[src/rtl/shared_reg_arbiter_if.sv]
// Requester-side bus of the shared register arbiter.
// Carries request, lock and data inputs plus the grant, q, q_valid and owner results.
interface shared_reg_arbiter_if #(
  parameter int N = 4,
  parameter int W = 8
);
  localparam int IDX_W = (N > 1) ? $clog2(N) : 1;

  logic [N-1:0]     req;
  logic [N-1:0]     lock;
  logic [N*W-1:0]   wdata;
  logic [N-1:0]     gnt;
  logic [W-1:0]     q;
  logic             q_valid;
  logic [IDX_W-1:0] owner;

  modport master (output req, lock, wdata, input gnt, q, q_valid, owner);
  modport slave  (input req, lock, wdata, output gnt, q, q_valid, owner);
endinterface

[src/rtl/shared_reg_arbiter.sv]
// Round-robin write arbiter in front of one shared W-bit register.
// A locking grantee may keep the register for up to MAX_LOCK consecutive writes.
module shared_reg_arbiter #(
  parameter int N        = 4,
  parameter int W        = 8,
  parameter int MAX_LOCK = 4
) (
  input  logic                 clk,
  input  logic                 rst,
  shared_reg_arbiter_if.slave  bus
);
  localparam int IDX_W = (N > 1) ? $clog2(N) : 1;
  localparam int CNT_W = $clog2(MAX_LOCK + 1);

  typedef enum logic [1:0] {
    IDLE   = 2'd0,
    GRANT  = 2'd1,
    LOCKED = 2'd2
  } state_t;

  state_t           state_r, state_nxt_s;
  logic [N-1:0]     gnt_r, gnt_nxt_s;
  logic [W-1:0]     q_r, q_nxt_s;
  logic             q_valid_r, q_valid_nxt_s;
  logic [IDX_W-1:0] owner_r, owner_nxt_s;
  logic [IDX_W-1:0] ptr_r, ptr_nxt_s;
  logic [CNT_W-1:0] lock_cnt_r, lock_cnt_nxt_s;

  logic             rr_found_s;
  logic [IDX_W-1:0] rr_idx_s;
  logic [IDX_W-1:0] scan_s;
  logic             hold_s;
  logic [IDX_W-1:0] win_s;

  // Round-robin scan; walking offsets downward lets the closest requester to ptr win last.
  always_comb begin
    rr_found_s = 1'b0;
    rr_idx_s   = {IDX_W{1'b0}};
    scan_s     = {IDX_W{1'b0}};
    for (int k = N - 1; k >= 0; k--) begin
      scan_s     = IDX_W'((int'(ptr_r) + k) % N);
      rr_found_s = rr_found_s | bus.req[scan_s];
      rr_idx_s   = bus.req[scan_s] ? scan_s : rr_idx_s;
    end
  end

  // Lock hold decision and next-state/next-output computation.
  always_comb begin
    hold_s         = (state_r != IDLE) && gnt_r[owner_r] && bus.req[owner_r] &&
                     bus.lock[owner_r] && (int'(lock_cnt_r) < (MAX_LOCK - 1));
    win_s          = hold_s ? owner_r : rr_idx_s;
    state_nxt_s    = state_r;
    gnt_nxt_s      = {N{1'b0}};
    q_nxt_s        = q_r;
    q_valid_nxt_s  = 1'b0;
    owner_nxt_s    = owner_r;
    ptr_nxt_s      = ptr_r;
    lock_cnt_nxt_s = {CNT_W{1'b0}};

    case (state_r)
      IDLE:          state_nxt_s = rr_found_s ? GRANT : IDLE;
      GRANT, LOCKED: state_nxt_s = hold_s ? LOCKED : (rr_found_s ? GRANT : IDLE);
      default:       state_nxt_s = IDLE;
    endcase

    if (hold_s || rr_found_s) begin
      gnt_nxt_s     = {{(N-1){1'b0}}, 1'b1} << win_s;
      q_nxt_s       = bus.wdata[int'(win_s) * W +: W];
      q_valid_nxt_s = 1'b1;
      owner_nxt_s   = win_s;
    end else begin
      gnt_nxt_s     = {N{1'b0}};
      q_valid_nxt_s = 1'b0;
    end

    // ptr already sits at owner+1 while a lock is held, so a lost hold rotates past the owner.
    if (hold_s) begin
      lock_cnt_nxt_s = lock_cnt_r + CNT_W'(1);
      ptr_nxt_s      = ptr_r;
    end else if (rr_found_s) begin
      lock_cnt_nxt_s = {CNT_W{1'b0}};
      ptr_nxt_s      = (rr_idx_s == IDX_W'(N - 1)) ? {IDX_W{1'b0}} : rr_idx_s + IDX_W'(1);
    end else begin
      lock_cnt_nxt_s = {CNT_W{1'b0}};
      ptr_nxt_s      = ptr_r;
    end
  end

  // Arbiter state and shared register.
  always_ff @(posedge clk or negedge rst) begin
    if (!rst) begin
      state_r    <= IDLE;
      gnt_r      <= {N{1'b0}};
      q_r        <= {W{1'b0}};
      q_valid_r  <= 1'b0;
      owner_r    <= {IDX_W{1'b0}};
      ptr_r      <= {IDX_W{1'b0}};
      lock_cnt_r <= {CNT_W{1'b0}};
    end else begin
      state_r    <= state_nxt_s;
      gnt_r      <= gnt_nxt_s;
      q_r        <= q_nxt_s;
      q_valid_r  <= q_valid_nxt_s;
      owner_r    <= owner_nxt_s;
      ptr_r      <= ptr_nxt_s;
      lock_cnt_r <= lock_cnt_nxt_s;
    end
  end

  assign bus.gnt     = gnt_r;
  assign bus.q       = q_r;
  assign bus.q_valid = q_valid_r;
  assign bus.owner   = owner_r;
endmodule

[src/flat_wrapper.sv]
// flat-port wrapper written by rule: the top's interface ports become plain ports
module shared_reg_arbiter_flat 
#(
  parameter int N        = 4,
  parameter int W        = 8,
  parameter int MAX_LOCK = 4
)
  (clk, rst, bus_req, bus_lock, bus_wdata, bus_gnt, bus_q, bus_q_valid, bus_owner);
  shared_reg_arbiter_if #(.N(N), .W(W)) bus_i ();
  input  logic clk;
  input  logic rst;
  input wire logic [$bits(bus_i.req)-1:0] bus_req;
  input wire logic [$bits(bus_i.lock)-1:0] bus_lock;
  input wire logic [$bits(bus_i.wdata)-1:0] bus_wdata;
  output wire logic [$bits(bus_i.gnt)-1:0] bus_gnt;
  output wire logic [$bits(bus_i.q)-1:0] bus_q;
  output wire logic [$bits(bus_i.q_valid)-1:0] bus_q_valid;
  output wire logic [$bits(bus_i.owner)-1:0] bus_owner;
  assign bus_i.req = bus_req;
  assign bus_i.lock = bus_lock;
  assign bus_i.wdata = bus_wdata;
  assign bus_gnt = bus_i.gnt;
  assign bus_q = bus_i.q;
  assign bus_q_valid = bus_i.q_valid;
  assign bus_owner = bus_i.owner;
  shared_reg_arbiter #(.N(N), .W(W), .MAX_LOCK(MAX_LOCK)) u_core (.clk(clk), .rst(rst), .bus(bus_i));
endmodule
[config.mk]
export PLATFORM = sky130hd
export DESIGN_NAME = shared_reg_arbiter_flat
export DESIGN_NICKNAME = d
export VERILOG_FILES = /design/src/rtl/shared_reg_arbiter_if.sv /design/src/rtl/shared_reg_arbiter.sv /design/src/flat_wrapper.sv
export SDC_FILE = /design/constraint.sdc
export NUM_CORES = 1
export LEC_CHECK = 0
export BUFFER_PORTS_ARGS = -buffer_cell sky130_fd_sc_hd__buf_2
export CAP_MARGIN = 20
export CORE_MARGIN = 2
export CORE_UTILIZATION = 45
export DETAILED_ROUTE_END_ITERATION = 6
export GPL_TIMING_DRIVEN = 0
export PLACE_DENSITY = 0.74
export SLEW_MARGIN = 20
export SYNTH_ARGS = -nofsm -noshare
export SYNTH_HDL_FRONTEND = slang
export SYNTH_SLANG_ARGS = --single-unit
export TNS_END_PERCENT = 20
[constraint.sdc]
create_clock -name clk -period 5 [get_ports clk]
set_clock_uncertainty 0.15 [all_clocks]
set_input_delay 0.25 -clock clk [delete_from_list [all_inputs] [get_ports clk]]
set_output_delay 0.25 -clock clk [all_outputs]
set_load 0.01 [all_outputs]
# Word level (Yosys, flattened, before mapping)
# Index checks and enable logic that the tools add are counted.
# op_classes
addsub	5
n_lt_le_gt_ge	6
eq_ne	3
n_shift	2
mux	26
n_bitwise	4
reduce_logical	9
# ops
op	n
indexed part select 32 x 6 -> 8 bit	1
< comparator 2 x 3 -> 1 bit, second input constant	5
binary-select mux 1 bit (select 2 bit)	7
2-to-1 mux 2 bit	7
2-to-1 mux 1 bit	9
adder 2 x 1 -> 2 bit, second input constant	2
adder 2 bit, second input constant	2
equality test 2 bit, second input constant	2
logical AND 1 bit	4
2-to-1 mux 4 bit	1
one-hot mux 2 bit (2 select lines)	1
<< shifter 1 x 2 -> 4 bit, first input constant	1
adder 3 x 1 -> 3 bit, second input constant	1
< comparator 3 x 2 -> 1 bit, second input constant	1
2-to-1 mux 3 bit	1
bitwise OR 1 bit	3
equality test 2 x 1 -> 1 bit, second input constant	1
logical NOT 2 bit	1
AND reduction 2 bit	1
nonzero test 2 bit	1
OR reduction 2 bit	1
logical OR 1 bit	1
NOT 1 bit	1
# word_totals
regBits	22
wordCells	62

# Logic depth before layout (Yosys ltp)
# Gate-level depths: netlist of run 1.
# depth
word_depth	10
mapped_depth	9
mapped_depth_nobuf	8

# Worst setup path before layout of run 1
# OpenSTA, ideal clock, no wires.
# synth_path
path_kind	reg2reg
start	register u_core.state_r[0]
end	register u_core.q_r[0], in the netlist u_core.bus.q[0]
arrival_ns	2.253
required_ns	4.725
setup_slack_ns	2.472
path_stages_with_launch	10
n_path_buf	1
synth_period_minus_slack_ns	2.528
path_cell_list	dfrtp_1 > inv_1 > ha_1 > a211oi_1 > o21ai_2 > nand2b_1 > buf_6 > a21oi_4 > mux4_2 > mux2_2
# synth_between
elab_chain_cells	7
# synth_lines
item	line	text
from (decl)	shared_reg_arbiter.sv:21	state_t state_r, state_nxt_s;
from (signal assigned)	shared_reg_arbiter.sv:100	state_r <= state_nxt_s;
nonzero test 2 bit *	shared_reg_arbiter.sv:49	hold_s = (state_r != IDLE) && gnt_r[owner_r] && bus.req[owner_r] &&
logical AND 1 bit * (3 in series)	shared_reg_arbiter.sv:49	
logical AND 1 bit *	shared_reg_arbiter.sv:50	bus.lock[owner_r] && (int'(lock_cnt_r) < (MAX_LOCK - 1));
2-to-1 mux 2 bit	shared_reg_arbiter.sv:51	win_s = hold_s ? owner_r : rr_idx_s;
indexed part select 32 x 6 -> 8 bit	shared_reg_arbiter.sv:68	q_nxt_s = bus.wdata[int'(win_s) * W +: W];
to (signal assigned)	shared_reg_arbiter.sv:94	q_r <= {W{1'b0}};
to (signal assigned)	shared_reg_arbiter.sv:102	q_r <= q_nxt_s;
to (decl)	shared_reg_arbiter.sv:23	logic [W-1:0] q_r, q_nxt_s;
# Mark *: on every way between the ends. The rest lies on a longest branch, timed or not.
# A chain may end at the register's enable or synchronous reset.

# Worst setup path in the final report of run 1
# Same ends and word-level chain as after synthesis.

==> impl_results.md, run 1 <==
* Dpl cell area at 0.00156 sq mm
* Post-CTS sizing at 0
* Max Slew Vio Count at 0
* Leakage power total at 0.791 nW
* Vias in the first global route at 1091
* Seq/Total Area, Yosys at 0.445
* Die height at 56.4 microns
* First-pass GRT wire length at 4750 microns
* Rel. slew slack at 0.457
* Hold Crit Depth at 3
* Final std cells w/o fill at 196
* Via count at 1072
* FF+latch area at 551 sq um
* Maximum vdd drop at 0.475 mV
* Reg-to-reg slack, setup at 2230 ps
* Number of cells after detailed placement at 191
* Initial antenna violation count at 0
* Crit path time final at 2770 ps
* Final instance area at 0.00163 sq mm
* # Post-CTS Setup Buffers at 0
* Share of the synthesized area in the top cell type at 0.445
* Outcome: finished, final reports clean
* Gpl congestion at 0.775
* Crit path capture type: flop
* CP arrival at 2850 ps
* Pwr/cell area at 644 mW/mm^2
* Area contributors post-synth: dfrtp_1 44%, mux4_2 9.1%, mux2i_1 4.9%, mux2_2 4.6%, ha_1 3.0%
* CP max stage cell: mux4_2
* Hold Path Class: input pin to flop
* 1st-iter DRT viols at 56
* Max Cap Viol at 0
* Post-synthesis register bit count at 22
* Core Box Area at 0.00269 sq mm
* Crit path launch type: flop
* Worst skew pair latency at 320 ps
* H-tree depth at 1
* Mapped Area at 0.00124 sq mm
* Sum Neg Setup Slack at 0 ps
* Worst Tran Pin Value at 807 ps
* Setup Viol. Count Final at 0
* Post-DP HPWL at 2300 microns
* RSZ-0062 raised after global routing: false
* Worst reg2reg path depth at 9
* Total clock sinks at 22
* DRT Wirelength at 2890 microns
* Wire length per cell at 14.8 microns
* Top_reg_cell synth: dfrtp_1
* Full die area at 0.00319 sq mm
* Area delta synth->final at 31.3%
* CTS root buf: clkbuf_4
* FFs w/ async S/R, synth at 1.00
* Layout fillers at 243
* Post-layout util at 0.605
* Multi-input gate area at 641 sq um
* Largest net degree at the start of global routing at 23
* Port-buffer cells at 56
* Pre-Repair DR Iteration Count at 4
* Final Cycle Share at 0.554
* Syn Nets at 149
* Gr ovfl total at 0
* Post-synth cell types at 35
* CTS buffer count at 3
* Total Routing Usage GR at 0.190
* Critical-path cell list: inv_1, ha_1, a211oi_1, o21ai_2, nand2b_1, buf_6, a21oi_4, mux4_2, mux2_2
* CP Class: flop to flop
* Nets at 211
* Antenna diodes at 0
* Worst Path Max Fanout at 8
* Layout cells sized above 1 at 0.509
* Post-synth top area cell: dfrtp_1
* CTS max path bufs at 2
* YS warnings at 0
* Initial Util at 0.461
* Num rows at 19
* Post-synth EDFFs at 0
* Worst EP required at 5070 ps
* Mapped Cells at 104
* FMAX at 361 MHz
* I/O Pins at 57
* Remaining antenna violation count at 0
* Die Wd at 56.4 microns
* Vias per cell at 5.47
* Slowest Stage Delay on Critical Path at 550 ps
* CTS tree: done
* Clock slew at reported path FFs at 130 ps
* Residual DRC at 0
* Mean Syn Cell Area at 11.9 sq um
* Final hold viol count at 0
## per-stage QoR
stage / total power, mW / setup WS, ps / hold WS, ps
4_1_cts: 1.06 / 2180 / 93.6
3_3_place_gp: 0.887 / 2260 / 83.2
5_1_grt: 1.12 / 2000 / 99.2
3_5_place_dp: 0.921 / 2200 / 88.5
6_report: 1.05 / 2230 / 86.7
2_1_floorplan: 0.758 / 2470 / -196
## timing repair
item,in CTS,in global routing
hold endpoints to repair,22,0
setup endpoints to repair,0,0
hold buffers,1,0
## worst paths after layout
| kind | startpoint | to |
|---|---|---|
| max in group asynchronous | rst | u_core.state_r[0] |
| setup reg to reg | u_core.state_r[0] | u_core.bus.q[0] |
| hold / removal | bus_wdata[17] | u_core.bus.q[1] |
| hold reg to reg | u_core.lock_cnt_r[0] | u_core.lock_cnt_r[0] |
| min in group asynchronous | rst | u_core.ptr_r[0] |
| setup / recovery | u_core.state_r[0] | u_core.bus.q[0] |
## power by group
| group | internal, mW | switching [mW] | total, mW |
|---|---|---|---|
| registers | 0.259 | 0.0588 | 0.317 |
| logic | 0.302 | 0.289 | 0.591 |
| clock network | 0.0811 | 0.0573 | 0.138 |
## cell usage after synthesis, types with 3 or more instances
cell,n
mux4_2,5
a21oi_1,3
inv_1,7
nand2_1,8
ha_1,3
mux2_2,5
mux2i_1,6
dfrtp_1,22
nor2_1,10
o221ai_1,3
## kinds of logic (layout without fill, tap and decap cells)
logic type,Yosys count,in the layout,share of synthesized area
mux,16,16,0.185
simple gates,32,32,0.133
flops,22,22,0.445
buf+inv,10,71,0.0425
xor+xnor,1,1,0.00708
compound gates,20,20,0.157
fa+ha+maj,3,3,0.0303
## per-layer routing
| metal | track usage | vias up | share of wire |
|---|---|---|---|
| li1 | - | 504 | - |
| met1 | 0.225 | 534 | 0.40 |
| met2 | 0.346 | 30 | 0.55 |
| met3 | 0.0230 | 4 | 0.045 |
| met4 | 0.0748 | 0 | 0.011 |
| met5 | 0 | - | 0 |
## flip-flops by register name, summed over array words and instances, names as in the netlist
name                flops
u_core.bus.gnt          4
u_core.bus.owner        2
u_core.bus.q            8
u_core.bus.q_valid      1
u_core.lock_cnt_r       3
u_core.ptr_r            2
u_core.state_r          2
## cell usage in the layout, fill, tap and decap left out, types with 2 or more instances in the layout
| master | n |
|---|---|
| mux4_2 | 5 |
| o21ai_0 | 2 |
| nand4_1 | 2 |
| ha_1 | 3 |
| o21ai_1 | 2 |
| clkbuf_4 | 3 |
| inv_1 | 7 |
| a21o_2 | 2 |
| nand3_1 | 2 |
| mux2_2 | 5 |
| mux2i_1 | 6 |
| buf_2 | 56 |
| o221ai_1 | 3 |
| a21oi_1 | 3 |
| buf_6 | 2 |
| nand2_1 | 8 |
| nor2_1 | 10 |
| and2_2 | 2 |
| dfrtp_1 | 22 |
## worst max-delay path: cells and delay by family, from the launching register on
kind	cells	cell delay [ps]
simple gates	1	180
compound gates	3	770
flops	1	380
buf+inv	2	190
mux	2	820
fa+ha+maj	1	200
## area by class of cell
class	instances	share of cell area
multi-input cells	72	0.394
flip-flops and latches	22	0.339
repair buffers	57	0.179
well taps	31	0.0239
clock inverters	1	0.0185
inverters	8	0.0185
clock buffers	3	0.0139
plain buffers	2	0.0139
Power figures use the tool's default switching activity.
==> inputs of run 2 (changes only) <==
==> constraint.sdc (replaced) <==
create_clock -name clk -period 2.8 [get_ports clk]
set_clock_uncertainty 0.15 [all_clocks]
set_input_delay 0.14 -clock clk [delete_from_list [all_inputs] [get_ports clk]]
set_output_delay 0.14 -clock clk [all_outputs]
set_load 0.01 [all_outputs]
==> run 2 against run 1 <==
Global-route usage increased by 1.5 points. Critical path depth decreased by 1. Highest routed layer unchanged. Via count grew 5.5%. Clock power increased by 79%.
==> impl_results.md, run 2 (synthesized netlist as in run 1, its figures left out) <==
* I/O Pins at 57
* Clock slew at reported path FFs at 130 ps
* Residual DRC at 0
* Antenna diodes at 0
* Most common cell after layout, fill and taps aside: buf_2
* Layout cells sized above 1 at 0.520
* Pwr/cell area at 1170 mW/mm^2
* Total Routing Usage GR at 0.205
* First-pass GRT wire length at 5060 microns
* Final Cycle Share at 0.944
* CTS max path bufs at 2
* Num rows at 19
* Outcome: finished, final reports clean
* Port-buffer cells at 56
* Most frequent cells in the layout: 56 x buf_2, 21 x dfrtp_1, 10 x nor2_1
* Worst skew pair latency at 320 ps
* Nets at 223
* Final hold viol count at 0
* Maximum vdd drop at 0.895 mV
* Post-layout util at 0.650
* Full die area at 0.00319 sq mm
* Largest net degree at the start of global routing at 23
* Rel. slew slack at 0.465
* Initial Util at 0.461
* Remaining antenna violation count at 0
* Worst Tran Pin Value at 796 ps
* Post-DP HPWL at 2300 microns
* Worst Path Max Fanout at 10
* Number of flip-flops under the largest register name at 8
* CTS buffer count at 3
* CTS root buf: clkbuf_4
* H-tree depth at 1
* Leakage power total at 0.855 nW
* Die height at 56.4 microns
* Vias per cell at 5.44
* Crit path time final at 2640 ps
* Core Box Area at 0.00269 sq mm
* FMAX at 378 MHz
* Hold Path Class: input pin to flop
* CTS tree: done
* Initial antenna violation count at 0
* 1st-iter DRT viols at 41
* Die Wd at 56.4 microns
* Via count at 1131
* Sum Neg Setup Slack at 0 ps
* Max Cap Viol at 0
* Gpl congestion at 0.775
* Area delta synth->final at 41.2%
* Setup Viol. Count Final at 0
* Gr ovfl total at 0
* Max Slew Vio Count at 0
* Pre-Repair DR Iteration Count at 4
* Layout fillers at 227
* DRT Wirelength at 3110 microns
* Total clock sinks at 22
* CP Class: flop to flop
* Worst EP required at 2840 ps
* Crit path launch type: flop
* Wire length per cell at 14.9 microns
* Crit path capture type: flop
* CP arrival at 2690 ps
* Vias in the first global route at 1140
-- run 2: changes by cell type in the layout (fill, tap and decap cells not counted) --
cell           previous run  this run
dfrtp_1                  22        21
dlygate4sd3_1             1         8
nand2b_1                  1         0
nand2b_4                  0         1
buf_4                     0         5
a211oi_2                  0         1
dfrtp_2                   0         1
a211oi_1                  1         0
-- run 2: worst paths after layout --
path | start | to | slack (ps) | depth (start not counted)
max in group asynchronous | rst | u_core.ptr_r[1] | 1990 | 2
worst max register to register | u_core.bus.owner[0] | u_core.bus.q[2] | 160 | 8
worst min register to register | u_core.lock_cnt_r[0] | u_core.lock_cnt_r[0] | 350 | 1
worst max-delay path | u_core.bus.owner[0] | u_core.bus.q[2] | 160 | 8
worst min-delay path | bus_wdata[27] | u_core.bus.q[3] | 10 | 3
min in group asynchronous | rst | u_core.ptr_r[0] | 160 | 2
-- run 2: power breakdown --
| part | internal (mW) | switching, mW |
|---|---|---|
| Sequential | 0.463 | 0.108 |
| Combinational | 0.665 | 0.554 |
| Clock | 0.145 | 0.102 |
-- run 2: area by class of cell --
class	count	area (sq um)	area share
plain buffers	2	22.5	0.0129
clock buffers	3	22.5	0.0129
clock inverters	1	30.0	0.0172
inverters	8	30.0	0.0172
multi-input cells	72	653	0.374
flip-flops and latches	22	552	0.316
well taps	31	38.8	0.0222
repair buffers	69	398	0.228
-- run 2: layer usage --
metal / vias up / GRT usage / share of wire
li1: 536 / - / -
met1: 557 / 0.239 / 0.38
met2: 34 / 0.380 / 0.56
met3: 4 / 0.0230 / 0.043
met4: 0 / 0.0748 / 0.010
met5: - / 0 / 0
-- run 2: worst max-delay path, cell delays in order, from the launching register on --
cell and delay (ps):
dfrtp_1 480, a41o_1 290, o21ai_2 190, o21ai_0 170
o211ai_4 190, buf_6 200, mux2i_1 170, dlygate4sd3_1 560
o221ai_1 110
-- run 2: timing repair --
item	CTS	global route
gates cloned	0	0
setup endpoints to repair	5	7
pin swaps	0	3
resized for setup	1	2
hold buffers	8	0
buffers inserted	0	5
hold endpoints to repair	24	0
-- run 2: stage by stage --
stage,cells,setup slack (ps),hold slack [ps],cell area [sq um],total power [mW]
3_3_place_gp,191,64.5,-26.8,1560,1.58
3_5_place_dp,191,-0.926,-21.5,1560,1.64
6_report,208,157,11.7,1750,2.04
4_1_cts,203,85.6,7.08,1700,1.93
5_1_grt,208,-14.3,5.16,1750,2.19
2_1_floorplan,104,272,-306,1240,1.35
